===== config.mk =====
export PLATFORM = sky130hd
export DESIGN_NAME = alu_seq
export DESIGN_NICKNAME = d
export VERILOG_FILES = /design/src/rtl/alu_pkg.sv /design/src/rtl/alu_muldiv_core.sv /design/src/rtl/alu_seq.sv
export SDC_FILE = /design/constraint.sdc
export NUM_CORES = 1
export LEC_CHECK = 0
export ABC_AREA = 1
export BUFFER_PORTS_ARGS = -buffer_cell sky130_fd_sc_hd__buf_4
export CAP_MARGIN = 30
export CORE_UTILIZATION = 58
export CTS_BUF_LIST = sky130_fd_sc_hd__clkbuf_16
export DETAILED_ROUTE_END_ITERATION = 8
export PLACE_DENSITY = 0.79
export SETUP_SLACK_MARGIN = 0.15
export SYNTH_ARGS = -nofsm -noshare
export SYNTH_HDL_FRONTEND = slang
export SYNTH_SLANG_ARGS = --single-unit

===== constraint.sdc =====
create_clock -name clock -period 3.4 [get_ports clock]
set_input_delay 0.51 -clock clock [delete_from_list [all_inputs] [get_ports clock]]
set_output_delay 0.51 -clock clock [all_outputs]
set_load 0.005 [all_outputs]

===== src/rtl/alu_pkg.sv =====
// Shared op-code and state definitions for the sequential execute-stage ALU.
package alu_pkg;

  localparam logic [3:0] OP_AND   = 4'b0000;
  localparam logic [3:0] OP_OR    = 4'b0001;
  localparam logic [3:0] OP_ADD   = 4'b0010;
  localparam logic [3:0] OP_SLTU  = 4'b0011;
  localparam logic [3:0] OP_NOR   = 4'b0100;
  localparam logic [3:0] OP_XOR   = 4'b0101;
  localparam logic [3:0] OP_SUB   = 4'b0110;
  localparam logic [3:0] OP_SLT   = 4'b0111;
  localparam logic [3:0] OP_MULT  = 4'b1000;
  localparam logic [3:0] OP_MULTU = 4'b1001;
  localparam logic [3:0] OP_DIV   = 4'b1010;
  localparam logic [3:0] OP_DIVU  = 4'b1011;
  localparam logic [3:0] OP_MFHI  = 4'b1100;
  localparam logic [3:0] OP_MFLO  = 4'b1101;
  localparam logic [3:0] OP_MTHI  = 4'b1110;
  localparam logic [3:0] OP_MTLO  = 4'b1111;

  typedef enum logic [1:0] {
    S_IDLE = 2'b00,
    S_BUSY = 2'b01,
    S_DONE = 2'b10
  } state_e;

endpackage


===== src/rtl/alu_muldiv_core.sv =====
// Iterative 1-bit/cycle shift-add multiplier and restoring divider on operand
// magnitudes; hi/lo are the sign-corrected values of the step that raises done.
module alu_muldiv_core #(
  parameter int WIDTH = 32
) (
  input  logic             clock,
  input  logic             reset,
  input  logic             start,
  input  logic             flush,
  input  logic             is_div,
  input  logic             is_signed,
  input  logic [WIDTH-1:0] a,
  input  logic [WIDTH-1:0] b,
  output logic             done,
  output logic [WIDTH-1:0] hi,
  output logic [WIDTH-1:0] lo
);

  localparam int CW = $clog2(WIDTH);
  localparam logic [CW-1:0] LAST = CW'(WIDTH - 1);

  logic             busy_r, div_r, neg_lo_r, neg_hi_r;
  logic [CW-1:0]    cnt_r;
  logic [WIDTH-1:0] hi_r, lo_r, m_r;
  logic [WIDTH-1:0] mag_a_s, mag_b_s, step_hi_s, step_lo_s;
  logic [WIDTH:0]   sum_s, shift_s;
  logic             ge_s;
  logic [2*WIDTH-1:0] prod_s;

  // One iteration step plus final sign fix-up of the stepped values
  always_comb begin
    mag_a_s   = (is_signed && a[WIDTH-1]) ? -a : a;
    mag_b_s   = (is_signed && b[WIDTH-1]) ? -b : b;
    sum_s     = {1'b0, hi_r} + {1'b0, (lo_r[0] ? m_r : {WIDTH{1'b0}})};
    shift_s   = {hi_r, lo_r[WIDTH-1]};
    ge_s      = (shift_s >= {1'b0, m_r});
    step_hi_s = sum_s[WIDTH:1];
    step_lo_s = {sum_s[0], lo_r[WIDTH-1:1]};
    prod_s    = {2*WIDTH{1'b0}};
    hi        = {WIDTH{1'b0}};
    lo        = {WIDTH{1'b0}};
    if (div_r) begin
      // remainder after subtraction is below the divisor, so WIDTH bits suffice
      step_hi_s = ge_s ? (shift_s[WIDTH-1:0] - m_r) : shift_s[WIDTH-1:0];
      step_lo_s = {lo_r[WIDTH-2:0], ge_s};
      hi        = neg_hi_r ? -step_hi_s : step_hi_s;
      lo        = neg_lo_r ? -step_lo_s : step_lo_s;
    end else begin
      prod_s = {step_hi_s, step_lo_s};
      prod_s = neg_lo_r ? -prod_s : prod_s;
      hi     = prod_s[2*WIDTH-1:WIDTH];
      lo     = prod_s[WIDTH-1:0];
    end
    done = busy_r && (cnt_r == LAST);
  end

  // Operand load on start, then WIDTH iterations unless flushed
  always_ff @(posedge clock) begin
    if (reset) begin
      busy_r   <= 1'b0;
      div_r    <= 1'b0;
      neg_lo_r <= 1'b0;
      neg_hi_r <= 1'b0;
      cnt_r    <= {CW{1'b0}};
      hi_r     <= {WIDTH{1'b0}};
      lo_r     <= {WIDTH{1'b0}};
      m_r      <= {WIDTH{1'b0}};
    end else if (start) begin
      busy_r   <= 1'b1;
      div_r    <= is_div;
      neg_lo_r <= is_signed && (a[WIDTH-1] ^ b[WIDTH-1]);
      neg_hi_r <= is_signed && a[WIDTH-1];
      cnt_r    <= {CW{1'b0}};
      hi_r     <= {WIDTH{1'b0}};
      lo_r     <= is_div ? mag_a_s : mag_b_s;
      m_r      <= is_div ? mag_b_s : mag_a_s;
    end else if (flush) begin
      busy_r <= 1'b0;
    end else if (busy_r) begin
      hi_r  <= step_hi_s;
      lo_r  <= step_lo_s;
      cnt_r <= cnt_r + CW'(1'b1);
      if (cnt_r == LAST) begin
        busy_r <= 1'b0;
      end
    end
  end

endmodule


===== src/rtl/alu_seq.sv =====
// Sequential execute-stage ALU: single-cycle logic/arith ops, iterative
// mul/div into HI/LO, and HI/LO moves. Issue is blocked while mul/div runs.
module alu_seq
  import alu_pkg::*;
#(
  parameter int WIDTH = 32
) (
  input  logic             clock,
  input  logic             reset,
  input  logic             in_valid,
  output logic             in_ready,
  input  logic [3:0]       op,
  input  logic             unsig,
  input  logic [WIDTH-1:0] a,
  input  logic [WIDTH-1:0] b,
  input  logic             abort,
  output logic             out_valid,
  output logic [WIDTH-1:0] result,
  output logic             overflow,
  output logic             div_zero
);

  state_e state_r, state_nx_s;
  logic   in_ready_r, out_valid_r, overflow_r, div_zero_r;
  logic [WIDTH-1:0] result_r, hi_r, lo_r;
  logic   accept_s, muldiv_s, div_zero_s, start_s, flush_s, md_signed_s;
  logic   sc_ovf_s, core_done_s;
  logic [WIDTH-1:0] sum_s, diff_s, sc_result_s, core_hi_s, core_lo_s;

  // Issue decode and mul/div control
  always_comb begin
    accept_s    = in_valid && (state_r == S_IDLE);
    muldiv_s    = (op[3:2] == 2'b10);
    md_signed_s = !(unsig || op[0]);
    div_zero_s  = muldiv_s && op[1] && (b == {WIDTH{1'b0}});
    start_s     = accept_s && muldiv_s && !div_zero_s;
    flush_s     = abort && (state_r != S_IDLE);
  end

  // Single-cycle datapath; overflow only for signed ADD/SUB
  always_comb begin
    sum_s       = a + b;
    diff_s      = a - b;
    sc_result_s = {WIDTH{1'b0}};
    sc_ovf_s    = 1'b0;
    case (op)
      OP_AND:  sc_result_s = a & b;
      OP_OR:   sc_result_s = a | b;
      OP_ADD: begin
        sc_result_s = sum_s;
        sc_ovf_s    = !unsig && (a[WIDTH-1] == b[WIDTH-1]) && (sum_s[WIDTH-1] != a[WIDTH-1]);
      end
      OP_SLTU: sc_result_s = {{(WIDTH-1){1'b0}}, (a < b)};
      OP_NOR:  sc_result_s = ~(a | b);
      OP_XOR:  sc_result_s = a ^ b;
      OP_SUB: begin
        sc_result_s = diff_s;
        sc_ovf_s    = !unsig && (a[WIDTH-1] != b[WIDTH-1]) && (diff_s[WIDTH-1] != a[WIDTH-1]);
      end
      OP_SLT:  sc_result_s = {{(WIDTH-1){1'b0}}, ($signed(a) < $signed(b))};
      OP_MFHI: sc_result_s = hi_r;
      OP_MFLO: sc_result_s = lo_r;
      OP_MTHI: sc_result_s = a;
      OP_MTLO: sc_result_s = a;
      default: sc_result_s = {WIDTH{1'b0}};
    endcase
  end

  // Next-state logic
  always_comb begin
    state_nx_s = state_r;
    case (state_r)
      S_IDLE: begin
        if (accept_s && muldiv_s) begin
          state_nx_s = div_zero_s ? S_DONE : S_BUSY;
        end else begin
          state_nx_s = S_IDLE;
        end
      end
      S_BUSY: begin
        if (abort) begin
          state_nx_s = S_IDLE;
        end else if (core_done_s) begin
          state_nx_s = S_DONE;
        end else begin
          state_nx_s = S_BUSY;
        end
      end
      S_DONE:  state_nx_s = S_IDLE;
      default: state_nx_s = S_IDLE;
    endcase
  end

  // State and ready registers
  always_ff @(posedge clock) begin
    if (reset) begin
      state_r    <= S_IDLE;
      in_ready_r <= 1'b1;
    end else begin
      state_r    <= state_nx_s;
      in_ready_r <= (state_nx_s == S_IDLE);
    end
  end

  // HI/LO and result registers
  always_ff @(posedge clock) begin
    if (reset) begin
      out_valid_r <= 1'b0;
      result_r    <= {WIDTH{1'b0}};
      overflow_r  <= 1'b0;
      div_zero_r  <= 1'b0;
      hi_r        <= {WIDTH{1'b0}};
      lo_r        <= {WIDTH{1'b0}};
    end else begin
      out_valid_r <= 1'b0;
      if (accept_s && !muldiv_s) begin
        out_valid_r <= 1'b1;
        result_r    <= sc_result_s;
        overflow_r  <= sc_ovf_s;
        div_zero_r  <= 1'b0;
        case (op)
          OP_MTHI: hi_r <= a;
          OP_MTLO: lo_r <= a;
          default: ;
        endcase
      end else if (accept_s && div_zero_s) begin
        out_valid_r <= 1'b1;
        result_r    <= {WIDTH{1'b1}};
        overflow_r  <= 1'b0;
        div_zero_r  <= 1'b1;
        hi_r        <= a;
        lo_r        <= {WIDTH{1'b1}};
      end else if ((state_r == S_BUSY) && !abort && core_done_s) begin
        out_valid_r <= 1'b1;
        result_r    <= core_lo_s;
        overflow_r  <= 1'b0;
        div_zero_r  <= 1'b0;
        hi_r        <= core_hi_s;
        lo_r        <= core_lo_s;
      end
    end
  end

  alu_muldiv_core #(.WIDTH(WIDTH)) u_core (
    .clock     (clock),
    .reset     (reset),
    .start     (start_s),
    .flush     (flush_s),
    .is_div    (op[1]),
    .is_signed (md_signed_s),
    .a         (a),
    .b         (b),
    .done      (core_done_s),
    .hi        (core_hi_s),
    .lo        (core_lo_s)
  );

  assign in_ready  = in_ready_r;
  assign out_valid = out_valid_r;
  assign result    = result_r;
  assign overflow  = overflow_r;
  assign div_zero  = div_zero_r;

endmodule


==> results of run 1 <==
[Yosys cell counts, types with 17 or more instances]
| library cell | n |
|---|---|
| a221oi_1 | 36 |
| nor2_1 | 400 |
| nand4_1 | 55 |
| a31oi_1 | 46 |
| o211ai_1 | 70 |
| a21oi_1 | 398 |
| nand2_2 | 21 |
| nor3_1 | 49 |
| nand2_1 | 1157 |
| xor2_1 | 88 |
| ha_1 | 167 |
| buf_2 | 17 |
| o21ai_0 | 370 |
| nor4_1 | 17 |
| clkbuf_1 | 158 |
| inv_1 | 594 |
| nor2_2 | 19 |
| buf_1 | 25 |
| dfxtp_1 | 207 |
| o22ai_1 | 44 |
| o2111ai_1 | 24 |
| nand3_1 | 328 |
[cell families after synthesis]
logic type	Yosys count	synth area share (%)
compound gates	1108	24.74
flops	207	16.02
mux	1	0.03869
xor+xnor	99	3.351
fa+ha+maj	171	8.386
simple gates	2127	35.21
buf+inv	825	12.26
[metrics by stage]
stage                     cell area (sq um)  hold slack, ns  cells  TNS, ns
after CTS                             32880          0.2500   5631        0
after detailed placement              30730          0.4471   5555   -3.618
after global placement                30730          0.4402   5555   -1.979
after floorplan                       25880          0.4294   4538        0
[per-layer routing]
| metal | GRT overflow | GRT usage, % |
|---|---|---|
| met5 | 0 | 33.37 |
| met4 | 10 | 65.47 |
| met3 | 0 | 58.94 |
| met2 | 7 | 88.94 |
| met1 | 0 | 76.51 |
[timing repair]
item,CTS
endpoints found under the setup margin,50
pin swaps,40
buffers inserted,25
cloned,2
resized for setup,205
==> key figures, run 1 <==
Floorplanning
  • I/O pin cnt: about 110
  • Die W: 213.2 um
  • Die Span Y: 213.2 um
  • Row cnt: 77
  • Initial cell density of the core: about 59%

Yosys
  • Sequential area share after synthesis: between 15 and 20%
  • Synth area leader: nand2_1
  • Yosys top cell area share: 16.79%
  • Syn. warnings: 0
  • Unique masters post-synth: 66
  • Mapped Avg Cell Area: around 5.7 sq um
  • Async set-or-reset flop fraction in the synthesized netlist: 0%
  • Top post-synthesis cells by area: nand2_1 17%, dfxtp_1 16%, inv_1 8.6%
  • #FFs+latches synth: about 210
  • Syn Std Cell Area: around 26000 sq um
  • Ys flop type: dfxtp_1
  • EDFF count, synth: 0
  • Post-synthesis cell count: roughly 4500
  • Mapped Nets: approximately 4800

Place
  • RePlAce Congestion: between 1 and 1.5
  • Pre-CTS setup slack: -0.2320 ns
  • Detailed placer's ending HPWL: 103.8 mm
  • # port buffers: 108

CTS
  • CTS sink cnt: about 210
  • CTS Hold Buffers Added: 0
  • Num CTS Buffers: 27
  • H-tree levels: 1
  • CTS Buffer Depth: 3
  • Root buffer cell: clkbuf_16

GRT
  • GRT Util Overall: ~74%
  • Total grt overflow: 17
  • Largest net degree at the start of global routing: 67

Run status
  • First error: [ERROR GRT-0232] Routing congestion too high. Check the congestion heatmap in the GUI.
  • Outcome: did not finish
  • Last stage: global routing
==> inputs of run 2 (changes only) <==
Settings changed: CORE_UTILIZATION 58 to 40, CTS_BUF_LIST sky130_fd_sc_hd__clkbuf_16 to unset, PLACE_DENSITY 0.79 to unset, PLACE_DENSITY_LB_ADDON set to 0.15, SETUP_SLACK_MARGIN 0.15 to unset.
Clock period 3.4 ns to 4.4 ns, I/O delays scaled along.
==> run 2 against run 1 <==
  * The run now ends clean
  * Synthesized cell count unchanged
  * Area after synthesis unchanged
==> key figures, run 2 <==
Timing
  • Setup ws final: 0.2539 ns
  • Final period util: between 90% and 100%
  • Worst Clk Skew: ~0.037 ns
  • Worst hold margin: roughly 0.40 ns
  • RSZ-0062 raised after global routing: false
  • Rel. slew slack: 39.11%
  • Final Max Slew Viols: 0
  • Final setup fails: 0
  • Fmax: about 240 MHz
  • Tmin final: between 4 and 5 ns
  • Worst-Margin Slew: 0.9124 ns
  • Final hold vios: 0
  • Setup tns final: 0 ns

GRT
  • GRT Util Overall: ~39%
  • Total grt overflow: 0
  • Vias in the first global route: between 30000 and 40000
  • Antenna violations before repair: 7
  • Largest net degree at the start of global routing: 85
  • First-pass GRT wire length: 196.6 mm

Yosys
  • Top-count cell post-synth: nand2_1
  • Ys flop type: dfxtp_1
  • Sequential area share after synthesis: 16.02% (unchanged)
  • #FFs+latches synth: 207 (unchanged)
  • Synth area leader: nand2_1
  • Syn. warnings: 0 (unchanged)
  • Mapped Nets: 4782 (unchanged)
  • Commonest cells post-synth: 1157 x nand2_1, 594 x inv_1, 400 x nor2_1
  • Async set-or-reset flop fraction in the synthesized netlist: 0% (unchanged)
  • Top post-synthesis cells by area: nand2_1 17%, dfxtp_1 16%, inv_1 8.6%
  • Yosys top cell area share: 16.79% (unchanged)
  • EDFF count, synth: 0 (unchanged)
  • Mapped Avg Cell Area: 5.701 sq um (unchanged)
  • Syn Std Cell Area: 25870 sq um (unchanged)
  • Unique masters post-synth: 66 (unchanged)
  • Post-synthesis cell count: 4538 (unchanged)

Power
  • Share of total power in the clock network: about 29%
  • Pleak: between 10 and 15 nW
  • PD cells: ~290 nW/um^2
  • P_int: 4.441 mW
  • Psw: about 4.0 mW
  • Comb power frac: 46.5%
  • Switching Share: 47.22%
  • Seq pwr share: approximately a quarter
  • Peak supply drop: 280.0 uV

Routing
  • WL final: about 130 mm
  • Drc violations: 0
  • Routed vias: 32350
  • Pre-Repair DR Iteration Count: 6
  • Vias/cell: between 5 and 6
  • Per-cell routed wire length: approximately 24 um
  • DRT iter0 DRCs: 3955
  • Remaining antenna violation count: 0

CTS
  • CTS clk-pin slew, worst paths: about 0.07 ns
  • H-tree levels: 1 (unchanged)
  • Postcts setup bufs: 0 (-100%)
  • CTS sink cnt: 207 (unchanged)
  • CTS Buffer Depth: 3 (unchanged)
  • CTS tree: done
  • Num CTS Buffers: 28 (+3.7%)
  • Worst skew pair latency: about 0.59 ns
  • Root buffer cell: clkbuf_16

Critical path
  • Reg2reg start: u_core.lo_r[0]
  • Crit start category: flop
  • CP required: between 4 and 5 ns
  • Reg-to-Reg End: hi_r[17]
  • CP arrival: between 4 and 5 ns
  • Worst Path Max Fanout: 35
  • Critical Path End Type: flop
  • CP Class: reg2reg
  • R2R depth: 21
  • Reg2Reg Setup Slack: about 0.25 ns

Cells and area
  • Multi-input logic area: approximately 19000 sq um
  • Fillers: 7098
  • Most common cell after layout, fill and taps aside: nand2_1
  • Core Util, Final: a little under half
  • Area Growth Syn to Fin: 11.94%
  • FF+latch area: 4149 sq um
  • Design area: about 29000 sq um
  • Layout cells sized above 1: between 9 and 10%
  • Final nets: just under 5000
  • Most frequent cells in the layout: 1157 x nand2_1, 593 x inv_1, 398 x a21oi_1, 394 x nor2_1, 369 x o21ai_0

Place
  • Placed standard-cell area: 28020 sq um (-8.8%)
  • Pre-CTS setup slack: 0.3435 ns (+0.5755 ns)
  • # port buffers: 108 (unchanged)
  • RePlAce Congestion: 1.040 (-11%)
  • Detailed placer's ending HPWL: 109.0 mm (+5.0%)

Worst hold path
  • Hold Path Origin: a[14]
  • Hold Path Depth: 3
  • Hold path endpoint: lo_r[14]
  • Hold Crit Class: in2reg

Floorplanning
  • I/O pin cnt: 109 (unchanged)
  • Core box area: 63540 sq um
  • Die Area: ~66000 sq um
  • Initial cell density of the core: 40.72% (-18 points)
  • Row cnt: 92 (+19%)
  • Die W: 256.3 um (+20%)
  • Die Span Y: 256.3 um (+20%)

Run status
  • Outcome: finished, final reports clean

Flow run
  • Maxcap violations: 0
## run 2: kinds of logic after synthesis
| kind of cell | after synthesis | synth area share, % |
|---|---|---|
| AND/OR/NAND/NOR | 2127 | 35.21 |
| AO/OA/AOI/OAI | 1108 | 24.74 |
| buffers and inverters | 825 | 12.26 |
| flip-flops | 207 | 16.02 |
| adder cells (fa/ha/maj) | 171 | 8.386 |
| XOR/XNOR | 99 | 3.351 |
| multiplexers | 1 | 0.03869 |
## run 2: worst max-delay path by stage
| stage | to | from |
|---|---|---|
| 2_1_floorplan | hi_r[27] | u_core.lo_r[0] |
| 3_3_place_gp | hi_r[30] | u_core.lo_r[0] |
| 3_5_place_dp | hi_r[30] | u_core.lo_r[0] |
| 4_1_cts | hi_r[14] | u_core.lo_r[0] |
| 5_1_grt | hi_r[23] | u_core.lo_r[0] |
| 6_report | hi_r[17] | u_core.lo_r[0] |
## run 2: routing by layer
| layer | GRT usage [%] | wire [um] |
|---|---|---|
| met5 | 0 | 30 |
| met2 | 65.34 | 60790 |
| met1 | 47.79 | 52810 |
| met4 | 24.60 | 9504 |
| met3 | 5.793 | 10950 |
## run 2: final cells by class
class / count / share of cell area, %
Antenna cell: 4 / 0.03456
Clock buffer: 37 / 2.782
Clock inverter: 13 / 0.4191
Inverter: 616 / 7.984
Multi-Input combinational cell: 3506 / 64.18
Sequential cell: 207 / 14.33
Tap cell: 846 / 3.655
Timing Repair Buffer: 247 / 6.619
## run 2: metrics by stage
stage	total power, mW	cells
2_1_floorplan	4.474	4538
3_3_place_gp	5.919	5422
4_1_cts	8.295	5472
3_5_place_dp	5.906	5422
5_1_grt	8.788	5475
6_report	8.415	5476
## run 2: power groups by stage
stage | sequential [mW] | combinational, mW | clock (mW)
after detailed placement | 2.12 | 3.79 | 0
after floorplan | 2.08 | 2.40 | 0
after CTS | 2.08 | 3.80 | 2.41
after global placement | 2.12 | 3.80 | 0
final | 2.09 | 3.92 | 2.41
after global routing | 2.09 | 4.21 | 2.49
## run 2: critical path, cell delays in order, from the launching register on
cell and delay [ns]:
dfxtp_1 0.33, buf_12 0.18, nand2_1 0.07, inv_1 0.04, ha_1 0.19, fa_1 0.41
nand3_1 0.09, nand2_1 0.13, nand2_1 0.09, nand2_1 0.18, a21oi_2 0.42, xor2_1 0.32
buf_4 0.19, nand2_1 0.09, nor2_2 0.25, nand3_1 0.30, nand2_1 0.16, o21ai_0 0.09
a31oi_1 0.18, nand2_1 0.16, nand2_1 0.09, a21oi_1 0.06
## run 2: timing repair
item / in CTS / in global routing
gates resized for setup: 0 / 2
endpoints found under the setup margin: 0 / 2
hold buffers: 0 / 0
Power figures use the tool's default switching activity.
